===== src/rtl/ram_port_arbiter.sv =====
`default_nettype none
// ============================================================================
//  Module      : ram_port_arbiter
//  Description : Shares a dual-port RAM between instruction fetch (port 1),
//                and the load/store unit and debug loader (round-robin on
//                port 2). Blocks IFU reads that collide with a same-cycle
//                port-2 write, and sequences a debug memory halt
//                (RUN / DRAIN / HALTED).
//  Revision    : 1.0  initial release
// ============================================================================
module ram_port_arbiter #(
  parameter int ADDR_W = 8,
  parameter int DATA_W = 8
) (
  input  logic              clk,
  input  logic              rst,
  // instruction fetch (read-only)
  input  logic              ifu_valid,
  input  logic [ADDR_W-1:0] ifu_addr,
  output logic              ifu_ready,
  output logic              ifu_rsp_valid,
  output logic [DATA_W-1:0] ifu_rdata,
  // load/store unit
  input  logic              lsu_valid,
  input  logic              lsu_rw,
  input  logic [ADDR_W-1:0] lsu_addr,
  input  logic [DATA_W-1:0] lsu_wdata,
  output logic              lsu_ready,
  output logic              lsu_rsp_valid,
  output logic [DATA_W-1:0] lsu_rdata,
  // debug loader
  input  logic              dbg_valid,
  input  logic              dbg_rw,
  input  logic [ADDR_W-1:0] dbg_addr,
  input  logic [DATA_W-1:0] dbg_wdata,
  output logic              dbg_ready,
  output logic              dbg_rsp_valid,
  output logic [DATA_W-1:0] dbg_rdata,
  // debug halt control
  input  logic              dbg_halt_req,
  output logic              dbg_halted,
  // RAM side
  output logic              ram_en,
  output logic [ADDR_W-1:0] ram_addr_1,
  output logic [DATA_W-1:0] ram_din_1,
  output logic              ram_rw_1,
  input  logic [DATA_W-1:0] ram_dout_1,
  output logic [ADDR_W-1:0] ram_addr_2,
  output logic [DATA_W-1:0] ram_din_2,
  output logic              ram_rw_2,
  input  logic [DATA_W-1:0] ram_dout_2
);

  typedef enum logic [1:0] {
    ST_RUN    = 2'd0,
    ST_DRAIN  = 2'd1,
    ST_HALTED = 2'd2
  } state_t;

  state_t r_state;
  logic   r_dbg_halted;
  logic   r_last_p2_dbg;   // 1: DBG held port 2 last, 0: LSU did
  logic   r_ifu_rsp;
  logic   r_lsu_rsp;
  logic   r_dbg_rsp;

  logic              w_cpu_ok;
  logic              w_dbg_ok;
  logic              w_lsu_cand;
  logic              w_dbg_cand;
  logic              w_grant_lsu;
  logic              w_grant_dbg;
  logic              w_p2_grant;
  logic              w_p2_wr;
  logic [ADDR_W-1:0] w_p2_addr;
  logic [DATA_W-1:0] w_p2_wdata;
  logic              w_hazard;

  // Decide who may be granted this cycle; IFU loses to a colliding port-2 write
  always_comb begin
    // IFU/LSU only in a RUN cycle that is not starting a halt
    w_cpu_ok    = !rst && (r_state == ST_RUN) && !dbg_halt_req;
    // DBG is served in RUN and HALTED, never while draining
    w_dbg_ok    = !rst && (r_state != ST_DRAIN);
    w_lsu_cand  = lsu_valid && w_cpu_ok;
    w_dbg_cand  = dbg_valid && w_dbg_ok;
    // On a tie the requester that did not win last time gets the port
    w_grant_lsu = w_lsu_cand && (!w_dbg_cand || r_last_p2_dbg);
    w_grant_dbg = w_dbg_cand && !w_grant_lsu;
    w_p2_grant  = w_grant_lsu || w_grant_dbg;
    w_p2_wr     = w_grant_lsu ? lsu_rw : (w_grant_dbg && dbg_rw);
    w_p2_addr   = w_grant_dbg ? dbg_addr  : lsu_addr;
    w_p2_wdata  = w_grant_dbg ? dbg_wdata : lsu_wdata;
    w_hazard    = ifu_valid && w_p2_grant && w_p2_wr && (ifu_addr == w_p2_addr);
  end

  assign ifu_ready  = ifu_valid && w_cpu_ok && !w_hazard;
  assign lsu_ready  = w_grant_lsu;
  assign dbg_ready  = w_grant_dbg;
  assign ram_en     = ifu_ready || w_p2_grant;

  assign ram_addr_1 = ifu_addr;
  assign ram_din_1  = '0;
  assign ram_rw_1   = 1'b0;
  assign ram_addr_2 = w_p2_addr;
  assign ram_din_2  = w_p2_wdata;
  assign ram_rw_2   = w_p2_wr;

  assign ifu_rsp_valid = r_ifu_rsp;
  assign lsu_rsp_valid = r_lsu_rsp;
  assign dbg_rsp_valid = r_dbg_rsp;
  assign ifu_rdata     = ram_dout_1;
  assign lsu_rdata     = ram_dout_2;
  assign dbg_rdata     = ram_dout_2;
  assign dbg_halted    = r_dbg_halted;

  // Halt sequencer; dbg_halted is registered alongside the state
  always_ff @(posedge clk) begin
    if (rst) begin
      r_state      <= ST_RUN;
      r_dbg_halted <= 1'b0;
    end else begin
      case (r_state)
        ST_RUN: begin
          if (dbg_halt_req) r_state <= ST_DRAIN;
          r_dbg_halted <= 1'b0;
        end
        ST_DRAIN: begin
          // one cycle lets any response in flight retire
          r_state      <= dbg_halt_req ? ST_HALTED : ST_RUN;
          r_dbg_halted <= dbg_halt_req;
        end
        ST_HALTED: begin
          r_state      <= dbg_halt_req ? ST_HALTED : ST_RUN;
          r_dbg_halted <= dbg_halt_req;
        end
        default: begin
          r_state      <= ST_RUN;
          r_dbg_halted <= 1'b0;
        end
      endcase
    end
  end

  // One-cycle response pulses and round-robin history
  always_ff @(posedge clk) begin
    if (rst) begin
      r_ifu_rsp     <= 1'b0;
      r_lsu_rsp     <= 1'b0;
      r_dbg_rsp     <= 1'b0;
      r_last_p2_dbg <= 1'b1;
    end else begin
      r_ifu_rsp <= ifu_ready;
      r_lsu_rsp <= w_grant_lsu;
      r_dbg_rsp <= w_grant_dbg;
      if (w_p2_grant) r_last_p2_dbg <= w_grant_dbg;
    end
  end

endmodule
`default_nettype wire


===== config.mk =====
export PLATFORM = sky130hd
export DESIGN_NAME = ram_port_arbiter
export DESIGN_NICKNAME = d
export VERILOG_FILES = /design/src/rtl/ram_port_arbiter.sv
export SDC_FILE = /design/constraint.sdc
export NUM_CORES = 1
export LEC_CHECK = 0
export BUFFER_PORTS_ARGS = -buffer_cell sky130_fd_sc_hd__buf_2
export CAP_MARGIN = 10
export CORE_ASPECT_RATIO = 1.4
export CORE_UTILIZATION = 36
export DETAILED_ROUTE_END_ITERATION = 8
export GPL_TIMING_DRIVEN = 0
export PLACE_DENSITY = 0.87
export SLEW_MARGIN = 20
export SYNTH_ARGS = -nofsm -noshare
export SYNTH_HDL_FRONTEND = slang
export SYNTH_SLANG_ARGS = --single-unit

===== constraint.sdc =====
create_clock -name clk -period 5.7 [get_ports clk]
set_clock_uncertainty 0.2 [all_clocks]
set_input_delay 0.285 -clock clk [delete_from_list [all_inputs] [get_ports clk]]
set_output_delay 0.285 -clock clk [all_outputs]
set_load 0.02 [all_outputs]

==> out/qor.csv <==
metric,value,unit
antenna_cells,0,
setup_viol_count_final,0,
cts_buffers,3,
die_y,66.58,um
seq_area_frac_synth,0.1307,
max-vdd-ir-drop,0.1476,mV
vias,1349,
die_area,3204,sq um
yosysTopAreaCellShare,0.2870,
hold_buffers,0,
fin_cells,309,
initial_core_util,0.3764,
root_buffer,clkbuf_8,
routedWlPerCell,9.605,um
nets,341,
placed_cells,305,
crit_path_max_fanout,10,
synth-edff-count,0,
tns,0,ns
post-route-period-util,0.4943,
design_area,1709,sq um
grt_pass1_vias,1072,
postCtsSetupRepairBufs,0,
synth_area_leaders,"buf_4, nand2_1, dfxtp_1",
grt_pass1_wl,4140,um
arrival,2.33,ns
ys_ff_latch,7,
path_clk_slew,0.04,ns
place_hpwl,2569,um
min_period,2.817,ns
setup_ws,2.883,ns
regArea,140.1,sq um
coreArea,2849,sq um
multi_input_area,599.3,sq um
placementRows,23,
firstDrtPassIters,4,
drt_iter0_markers,24,
drc,0,
place_area,1664,sq um
clkLatencyLatePin,0.24,ns
synth_top_cell_by_area,buf_4,
ant_nets,0,
clockBufferDepth,2,
ios,130,
crit_path_start_kind,register,
totalWireLength,2968,um
yosysUniqueCellTypes,36,
rsz0062_at_grt,no,
synth_top_cells_by_count,"nand2_1, buf_4, xor2_1",
yosys_warnings,0,
yosysMostFrequentCell,nand2_1,
drive_gt1_frac,0.5735,
place_ws,3.114,ns
syn-cell-area,1072,sq um
synth_top_flop_cell,dfxtp_1,
avgSynthCellArea,6.830,sq um
fp.dieW,48.13,um
area_growth,59.39,%
synth-async-reset-ratio,0,
cts_tree,yes,
vias_per_cell,4.366,
end_kind,primary output,
grt_max_degree,11,
fillers,275,
grt.total_usage,0.1788,
htreeDepth,1,
fmax,0.3549,GHz
overflow,0,
synthCells,157,
place.gp.congestion,0.7843,
power_leakage,1.058,nW
required,5.22,ns
max-cap-violations,0,
portBuffers,103,
status,completed,
cts_resized,0,
worst-setup-path-type,register to primary output,
power_density,178.7,nW/um^2
slew_viol_final,0,
antenna_found_initial,0,
hold_viol_final,0,
regToRegSetupSlack,3.57,ns
cts_sinks,7,
holdCritPathClass,primary input to register,
[final cells by class]
type	instances	share of cell area
tap	37	0.02709
buffer	45	0.1940
inverter	7	0.01830
multi-input combinational	106	0.3507
clock buffer	4	0.02635
timing repair buffer	103	0.3016
sequential	7	0.08199
[placed cells by master (no fill, tap or decap), drive strengths merged]
cell type,count
nor2b,1
and4b,1
and2b,1
mux2i,1
a31oi,1
xnor2,1
and3b,1
a311oi,2
dfxtp,7
o22ai,2
inv,6
ha,4
a211o,1
nand3,2
or3,2
buf,146
nand2b,1
o31ai,1
a222oi,1
nor2,3
o22a,1
nor3,2
clkinv,1
a221oi,1
a22o,1
nand2,52
clkbuf,6
nor4,2
conb,9
o21ai,3
xor2,9
[cells by family after synthesis]
family,count (synthesis),synth area share
AOI/OAI and AO/OA,14,0.1050
other,1,0.003497
and+or+nand+nor,68,0.2847
muxes,1,0.009335
buffers and inverters,52,0.3384
xor gates and xnor gates,10,0.08169
adders and majority gates,4,0.04668
DFF,7,0.1307
[metrics by stage]
stage                     hold slack (ns)    util  power [mW]
after CTS                          0.1451  0.5999      0.3079
after detailed placement           0.2716  0.5841      0.2347
after global placement             0.2724  0.5841      0.2305
after floorplan                    0.2407       -      0.1765
after global routing               0.1615  0.5999      0.3284
final                              0.1488  0.5999      0.3054
[path summary, 6_finish.rpt]
kind         cells past startpoint                        from                         end
max                              9     r_state[0]$_SDFFE_PP0P_                   ifu_ready
min                              2                dbg_halt_req       dbg_halted$_SDFF_PP0_
max reg2reg                      8     r_state[0]$_SDFFE_PP0P_    ifu_rsp_valid$_SDFF_PP0_
min reg2reg                      1  r_last_p2_dbg$_SDFFE_PP1P_  r_last_p2_dbg$_SDFFE_PP1P_
[registers in the layout, indices dropped and copies added (netlist names)]
name / cells
dbg_rsp_valid: 1
r_state: 2
ifu_rsp_valid: 1
r_last_p2_dbg: 1
lsu_rsp_valid: 1
dbg_halted: 1
[routing by layer]
metal  vias up  global-route usage  part of all wire
li1        687                   -                 -
met5         -                   0                 0
met3         2             0.03252             0.098
met2        81              0.3801              0.56
met1       579              0.1501              0.33
met4         0             0.04167            0.0067
[power breakdown]
group,total [mW],internal [mW],switching (mW)
combinational,0.175,0.0753,0.0996
clock,0.0727,0.0486,0.0241
sequential,0.0578,0.0544,0.00341
[critical path, stage by stage, from the launching register on]
cell	delay (ns)
dfxtp_1	0.39
inv_1	0.08
ha_1	0.23
and4b_1	0.21
or3_4	0.40
buf_6	0.16
nand3_2	0.06
o21ai_2	0.06
a311oi_1	0.28
buf_2	0.21
Note: power is estimated with default switching activity, not from simulation.
